[config.mk]
export PLATFORM = sky130hd
export DESIGN_NAME = attention_score_normalizer
export DESIGN_NICKNAME = d
export VERILOG_FILES = /design/src/rtl/attention_score_normalizer.sv
export SDC_FILE = /design/constraint.sdc
export NUM_CORES = 1
export LEC_CHECK = 0
export CORE_MARGIN = 4
export CORE_UTILIZATION = 48
export DETAILED_ROUTE_END_ITERATION = 10
export PLACE_DENSITY = 0.65
export SLEW_MARGIN = 30
export SYNTH_ARGS = -nofsm -noshare
export SYNTH_HDL_FRONTEND = slang
export SYNTH_SLANG_ARGS = --single-unit
[constraint.sdc]
create_clock -name clk -period 10.8 [get_ports clk]
set_input_delay 1.08 -clock clk [delete_from_list [all_inputs] [get_ports clk]]
set_output_delay 1.08 -clock clk [all_outputs]
set_load 0.1 [all_outputs]
[src/rtl/attention_score_normalizer.sv]
// Buffers one group of signed attention scores, finds the group maximum and streams
// linear-window weights with the group sum. Optional build macro: ATTN_NORM_SKIP_ZERO_EN.
module attention_score_normalizer #(
    parameter int     NUM_KEYS = 6,
    parameter int     SCORE_W  = 64,
    parameter int     OUT_W    = 32,
    parameter longint RANGE    = 65536,
    localparam int    SUM_W    = OUT_W + $clog2(NUM_KEYS + 1),
    localparam int    IDX_W    = $clog2(NUM_KEYS)
) (
    input  logic               clk,
    input  logic               rst,
    input  logic               s_valid,
    output logic               s_ready,
    input  logic [SCORE_W-1:0] s_score,
    input  logic               s_last,
    output logic               m_valid,
    input  logic               m_ready,
    output logic [OUT_W-1:0]   m_weight,
    output logic [SUM_W-1:0]   m_sum,
    output logic [IDX_W-1:0]   m_index,
    output logic               m_last,
    output logic               err_len
);

    localparam int                 CNT_W     = $clog2(NUM_KEYS + 1);
    localparam logic [SCORE_W-1:0] MOST_NEG  = {1'b1, {(SCORE_W-1){1'b0}}};
    localparam logic [SCORE_W:0]   RANGE_X   = (SCORE_W+1)'(RANGE);
    localparam logic [CNT_W-1:0]   LAST_SLOT = CNT_W'(NUM_KEYS - 1);

    typedef enum logic [1:0] {COLLECT, SUM, EMIT} state_t;

    state_t                    state, state_nxt;
    logic [CNT_W-1:0]          cnt, len;
    logic signed [SCORE_W-1:0] max_q;
    logic [SUM_W-1:0]          sum_q;
    logic [IDX_W-1:0]          sum_idx, emit_idx, emit_idx_nxt, first_idx;
    logic [SCORE_W-1:0]        score_buf [NUM_KEYS];
    logic [OUT_W-1:0]          weight_buf [NUM_KEYS];

    logic               s_xfer, m_xfer, close_group, sum_done, emit_done, last_beat;
    logic [SCORE_W-1:0] sum_score;
    logic [SCORE_W:0]   diff;
    logic [OUT_W-1:0]   weight;

    assign s_xfer      = s_valid && (state == COLLECT);
    assign m_xfer      = m_ready && (state == EMIT);
    assign close_group = s_xfer && (s_last || cnt == LAST_SLOT);
    assign sum_done    = (state == SUM) && (CNT_W'(sum_idx) == len - 1'b1);
    assign emit_done   = m_xfer && last_beat;

    // One extra bit on the difference lets max=+2^63-1 against -2^63 resolve without wrap.
    always_comb begin
        sum_score = score_buf[sum_idx];
        diff      = {max_q[SCORE_W-1], max_q} - {sum_score[SCORE_W-1], sum_score};
        weight    = (diff >= RANGE_X) ? '0 : OUT_W'(RANGE_X - diff);
    end

`ifdef ATTN_NORM_SKIP_ZERO_EN
    logic [NUM_KEYS-1:0] nz_mask, nz_mask_sum;
    logic                has_next;

    // Descending scan so the lowest qualifying index wins.
    always_comb begin
        nz_mask_sum = nz_mask;
        if (state == SUM) nz_mask_sum[sum_idx] = (weight != '0);
        first_idx    = '0;
        emit_idx_nxt = '0;
        has_next     = 1'b0;
        for (int k = NUM_KEYS - 1; k >= 0; k--) begin
            if (nz_mask_sum[k]) first_idx = IDX_W'(k);
            if (nz_mask[k] && IDX_W'(k) > emit_idx) begin
                emit_idx_nxt = IDX_W'(k);
                has_next     = 1'b1;
            end
        end
        last_beat = !has_next;
    end

    always_ff @(posedge clk) begin
        if (rst || emit_done) nz_mask <= '0;
        else if (state == SUM) nz_mask <= nz_mask_sum;
    end
`else
    always_comb begin
        first_idx    = '0;
        emit_idx_nxt = emit_idx + 1'b1;
        last_beat    = (CNT_W'(emit_idx) == len - 1'b1);
    end
`endif

    always_ff @(posedge clk) begin
        if (rst) state <= COLLECT;
        else     state <= state_nxt;
    end

    always_comb begin
        state_nxt = state;
        s_ready   = 1'b0;
        m_valid   = 1'b0;
        m_weight  = '0;
        m_sum     = '0;
        m_index   = '0;
        m_last    = 1'b0;
        case (state)
            COLLECT: begin
                s_ready = !rst;
                if (close_group) state_nxt = SUM;
            end
            SUM: begin
                if (sum_done) state_nxt = EMIT;
            end
            EMIT: begin
                m_valid  = 1'b1;
                m_weight = weight_buf[emit_idx];
                m_sum    = sum_q;
                m_index  = emit_idx;
                m_last   = last_beat;
                if (emit_done) state_nxt = COLLECT;
            end
            default: state_nxt = COLLECT;
        endcase
    end

    // NOTE: the buffers carry no reset; every entry is written within a group before it is read.
    always_ff @(posedge clk) begin
        if (s_xfer)        score_buf[IDX_W'(cnt)] <= s_score;
        if (state == SUM)  weight_buf[sum_idx]    <= weight;
    end

    always_ff @(posedge clk) begin
        if (rst) begin
            cnt      <= '0;
            len      <= '0;
            max_q    <= MOST_NEG;
            sum_q    <= '0;
            sum_idx  <= '0;
            emit_idx <= '0;
            err_len  <= 1'b0;
        end else begin
            err_len <= 1'b0;
            case (state)
                COLLECT: begin
                    if (s_xfer) begin
                        cnt <= cnt + 1'b1;
                        if ($signed(s_score) > max_q) max_q <= s_score;
                        if (close_group) begin
                            len     <= cnt + 1'b1;
                            sum_idx <= '0;
                            err_len <= !s_last;
                        end
                    end
                end
                SUM: begin
                    sum_q   <= sum_q + SUM_W'(weight);
                    sum_idx <= sum_idx + 1'b1;
                    if (sum_done) emit_idx <= first_idx;
                end
                EMIT: begin
                    if (m_xfer) begin
                        if (last_beat) begin
                            cnt      <= '0;
                            sum_q    <= '0;
                            max_q    <= MOST_NEG;
                            emit_idx <= '0;
                        end else begin
                            emit_idx <= emit_idx_nxt;
                        end
                    end
                end
                default: ;
            endcase
        end
    end

endmodule
======== Word level (Yosys, flattened, before mapping) ========
Memory sizes are Yosys's and may differ from the RTL's. A register that Yosys moved wholly into a read port is not among the register bits.
Index checks and enable logic that the tools add are counted.
cells by class
  multipliers ............................. 0
  order comparisons ....................... 2
  add/subtract/negate cells ............... 7
  shift operators ......................... 0
  equal/unequal tests ..................... 12
  bitwise gates (word level) .............. 3
  reductions and logical operators ........ 20
  mux-type cells .......................... 38
  div/mod/pow operators ................... 0
operator list
  cell                                                   count
  two-way mux 64 bit                                     4
  one-hot mux 64 bit (2 select lines)                    1
  two-way mux 35 bit                                     3
  one-hot mux 35 bit (2 select lines)                    1
  >= comparator 65 x 17 -> 1 bit, second input constant  1
  subtractor 64 x 64 -> 65 bit                           1
  > comparator 64 bit                                    1
  two-way mux 32 bit                                     2
  two-way mux 3 bit                                      13
  adder 35 x 32 -> 35 bit                                1
  subtractor 17 x 32 -> 32 bit, first input constant     1
  one-hot mux 3 bit (2 select lines)                     3
  AND reduction 3 bit                                    5
  inequality test 2 bit, second input constant           6
  adder 3 x 1 -> 3 bit, second input constant            3
  two-way mux 1 bit                                      7
  equality test 3 bit                                    2
  two-way mux 2 bit                                      3
  one-hot mux 2 bit (3 select lines)                     1
  nonzero test 2 bit                                     3
  logical AND 1 bit                                      5
  AND reduction 5 bit                                    1
  AND reduction 4 bit                                    1
  OR reduction 4 bit                                     1
  9 further kinds                                        12
word-level totals
  output and inout bits ................... 74
  memory bits (read-only) ................. 0
  flip-flop bits (word level) ............. 114
  logic and storage cells ................. 92
  bits of input ports ..................... 69
  memories ................................ 2
  bits in writable memories ............... 576
  bits in latches ......................... 0
memories
  name        words  bits a word  rd ports  clocked after Yosys merged registers in  write ports  line  text
  score_buf   6      64           1         1                                        1            38    logic [SCORE_W-1:0] score_buf [NUM_KEYS];
  weight_buf  6      32           1         1                                        1            39    logic [OUT_W-1:0] weight_buf [NUM_KEYS];

======== Longest topological paths before layout ========
  depth after elaboration ................. 8
  mapped depth ............................ 34
  gate-level depth less buffers ........... 30

======== Worst setup path after synthesis ========
OpenSTA, ideal clock, no wires.
  kind .................................... flip-flop to flip-flop
  from .................................... register with a tool-made name
  to ...................................... register sum_q[30]
  clock period less this slack ............ 8.111 ns
  required time ........................... 10.672 ns
  arrival time ............................ 7.983 ns
  buffers on the path ..................... 4
  cell stages (with the launch flop) ...... 33
  path slack .............................. 2.689 ns
  library setup time ...................... 0.128 ns
  cell sequence ........................... dfxtp_1 > clkbuf_1 > clkbuf_1 > clkbuf_1 > mux2i_1 > a21oi_1 > ha_1 > inv_1 > fa_1 > a211oi_2 > nor2_1 > xnor2_1 > or4_1 > or3b_2 > a2111oi_0 > a32oi_1 > nand4_1 > nor4_1 > nand4_2 > buf_2 > nor3_2 > ha_1 > fa_1 > a21o_1 > a21oi_1 > o21bai_1 > a311oi_1 > a21oi_1 > a41oi_1 > o221ai_1 > o41ai_1 > xor2_1 > o21ai_0
RTL lines
  what                    line  text
  end signal: assignment  155   sum_q <= sum_q + SUM_W'(weight);
  end: declaration        36    logic [SUM_W-1:0] sum_q;

==> results.yml <==
clock_network:
  cts_root_buf: "clkbuf_16"
  cts_buffer_depth: 3
  cts_setup_buffers: 0
  cts_resized: 0
  clkSinkCount: 696
  cts_tree: "done"
  cts.clk_slew.worst_paths_ns: 0.06
  numCtsBuffers: 76
  clk_latency_ns: 0.63
  cts_max_level: 3
  ctsHoldBuffers: 0
drt:
  drc: 0
  wirelength_um: 87300
  postRouteAntennaNets: 0
  wl_met1_um: 36400
  vias: 23658
  dr.pass1.iters: 7
  top_layer_used: "met4"
  drt_iter0_drc: 1639
  wl_per_cell_um: 21.6
  via_per_inst: 5.85
  routed-wl-met2_um: 44400
  met3_length_um: 4110
synth:
  seq_area_frac_synth_pct: 56.8
  synth_flop_cell: "edfxtp_1"
  yosysTopAreaCell: "edfxtp_1"
  netlist.area_leader.share_pct: 49.9
  ys_top_cells_by_count: "edfxtp_1, a21oi_1, nand2_1, nor2_1, ha_1"
  syn-cell-area_mm2: 0.0347
  ys_warn_count: 0
  synth-seq-cells: 696
  synth_most_common_cell: "edfxtp_1"
  synth_area_leaders: "edfxtp_1, dfxtp_1, mux4_2"
  synth_cells: 2830
  synth_edf_count: 576
  syn_avg_cell_area_um2: 12.3
  ys_async_sr_fraction_pct: 0
  synthDistinctLibCells: 85
place:
  dpl_cell_area_mm2: 0.0375
  pre_cts_ws_ns: 1.13
  port_buffers: 142
  gp_congestion: 0.966
  dp.final_hpwl_um: 58700
  dp_cells: 3905
sta:
  setup_violations: 0
  fmax_mhz: 103
  layout_worst_path_cycle_share_pct: 89.9
  period_minus_slack_ns: 9.71
  setup-tns-final_ns: 0
  holdWs_ns: 0.479
  relSlewSlack_pct: 33.5
  hold_violations: 0
  drv_slew: 0
  skew_ns: 0.0222
  rsz0062_at_grt: "no"
  worstMarginPinSlew_ns: 0.994
  setup_ws_ns: 1.09
die:
  start_util_pct: 48.5
  chipWidth_um: 277
  die_y_um: 277
  pin_count: 143
  coreArea_mm2: 0.0715
  rows: 98
  dieArea_mm2: 0.0766
layout:
  stdcell_count: 4046
  antenna-diode-count: 0
  drive_gt1_share_pct: 9.82
  final_area_mm2: 0.0400
  syn_to_final_growth_pct: 15.2
  nNetsFinal: 3270
  post-route-util_pct: 55.9
grt:
  grt_pass1_wl_um: 137000
  grt_overflow: 0
  grt_antenna_before_repair: 1
  grt_max_degree: 87
  grt_pass1_vias: 23919
  grtUsageTotal_pct: 22.4
power:
  p_int_mw: 4.82
  combinationalPowerShare_pct: 16.1
  power_density_mw_per_mm2: 165
  power.share.clock_pct: 38.0
  leakage_nw: 13.6
  p_sw_share_pct: 26.9
  irDropWorstVdd_mv: 0.133
  p_sw_mw: 1.77
  seq_power_share_pct: 45.9
  p_total_mw: 6.60
critical_path:
  r2r_cells: 28
  ff2ff_setup_slack_ns: 1.09
  r2r-end: "sum_q[32]$_SDFFE_PP0P_"
  slowest_stage: "nor4b_2"
  cp_max_fo: 36
  start_kind: "flop"
  required_ns: 11.31
  worstPathArrival_ns: 10.22
  crit_type: "reg -> reg"
  critical_path.max_stage_delay_ns: 0.91
  end_kind: "flop"
run:
  maxCapViolCount: 0
worst_hold_path:
  hold_end: "sum_q[17]$_SDFFE_PP0P_"
  min-delay-start: "sum_q[17]$_SDFFE_PP0P_"
  hold_depth: 2
  hp-class: "reg -> reg"
run_status:
  status: "completed"
## how the worst max path moves through the flow
stage	cells past startpoint	from	endpoint	slack, ns
2_1_floorplan	32	flop	sum_q[30]$_SDFFE_PP0P_	2.69
3_3_place_gp	27	flop	sum_q[32]$_SDFFE_PP0P_	1.36
3_5_place_dp	26	flop	sum_q[30]$_SDFFE_PP0P_	1.13
4_1_cts	27	flop	sum_q[32]$_SDFFE_PP0P_	1.12
5_1_grt	27	flop	sum_q[32]$_SDFFE_PP0P_	0.30
6_report	28	flop	sum_q[32]$_SDFFE_PP0P_	1.09
## critical path, delay by kind of cell (launching register included)
kind            cells  cell delay [ns]
compound gates     15             4.34
fa+ha+maj           2             0.79
buf+inv             2             0.72
mux                 1             0.55
simple gates        6             2.11
flops               1             0.66
xor+xnor            2             0.37
## layout make-up
cell class	instances	area (um^2)
fill	5966	31500
inverter	98	368
clock buffer	103	2080
clock inverter	38	365
multi-input combinational	1984	14500
tap	950	1190
timing repair buffer	177	1750
sequential	696	19700
## layout by cell type, fill, tap and decap left out, drive strengths merged, types with 101 or more instances in the layout
cell           netlist  layout
clkbuf             122     103
ha                 166     166
inv                 98     106
o21ai              148     148
clkdlybuf4s50        0     141
conb                 1     105
edfxtp             576     576
nor2               182     182
nand3              156     156
dfxtp              120     120
a21oi              221     221
mux2i              101     101
nand2              184     184
## state kept, by name, summed over array words and instances, names as in the netlist, named ones only
name,count
err_len,1
sum_q,35
state,2
sum_idx,3
emit_idx,3
cnt,3
score_buf,384
max_q,64
weight_buf,192
len,3
## power groups by stage
stage / Clock, mW / Sequential, mW / Combinational (mW)
floorplan: 0 / 3.08 / 0.731
detailed placement: 0 / 3.09 / 1.04
finish: 2.51 / 3.03 / 1.06
global route: 2.69 / 3.04 / 1.16
global placement: 0 / 3.08 / 1.03
CTS: 2.57 / 3.03 / 1.05
## metal layers
| layer | up-vias | track usage [%] |
|---|---|---|
| met5 | - | 0 |
| met4 | 0 | 6.88 |
| met3 | 141 | 2.95 |
| met2 | 601 | 39.5 |
| met1 | 11796 | 29.0 |
| li1 | 11120 | - |
## kinds of logic (layout without fill, tap and decap cells)
family                     Yosys count  count (layout)  synth area share [%]
and+or+nand+nor                    770             770                  10.9
adders and majority gates          168             168                  6.11
buffers and inverters              254             416                  2.81
DFF                                696             696                  56.8
other                                1             105                0.0108
muxes                              199             199                  9.22
AOI/OAI and AO/OA                  655             655                  11.9
xor gates and xnor gates            87              87                  2.20
Power figures use the tool's default switching activity.
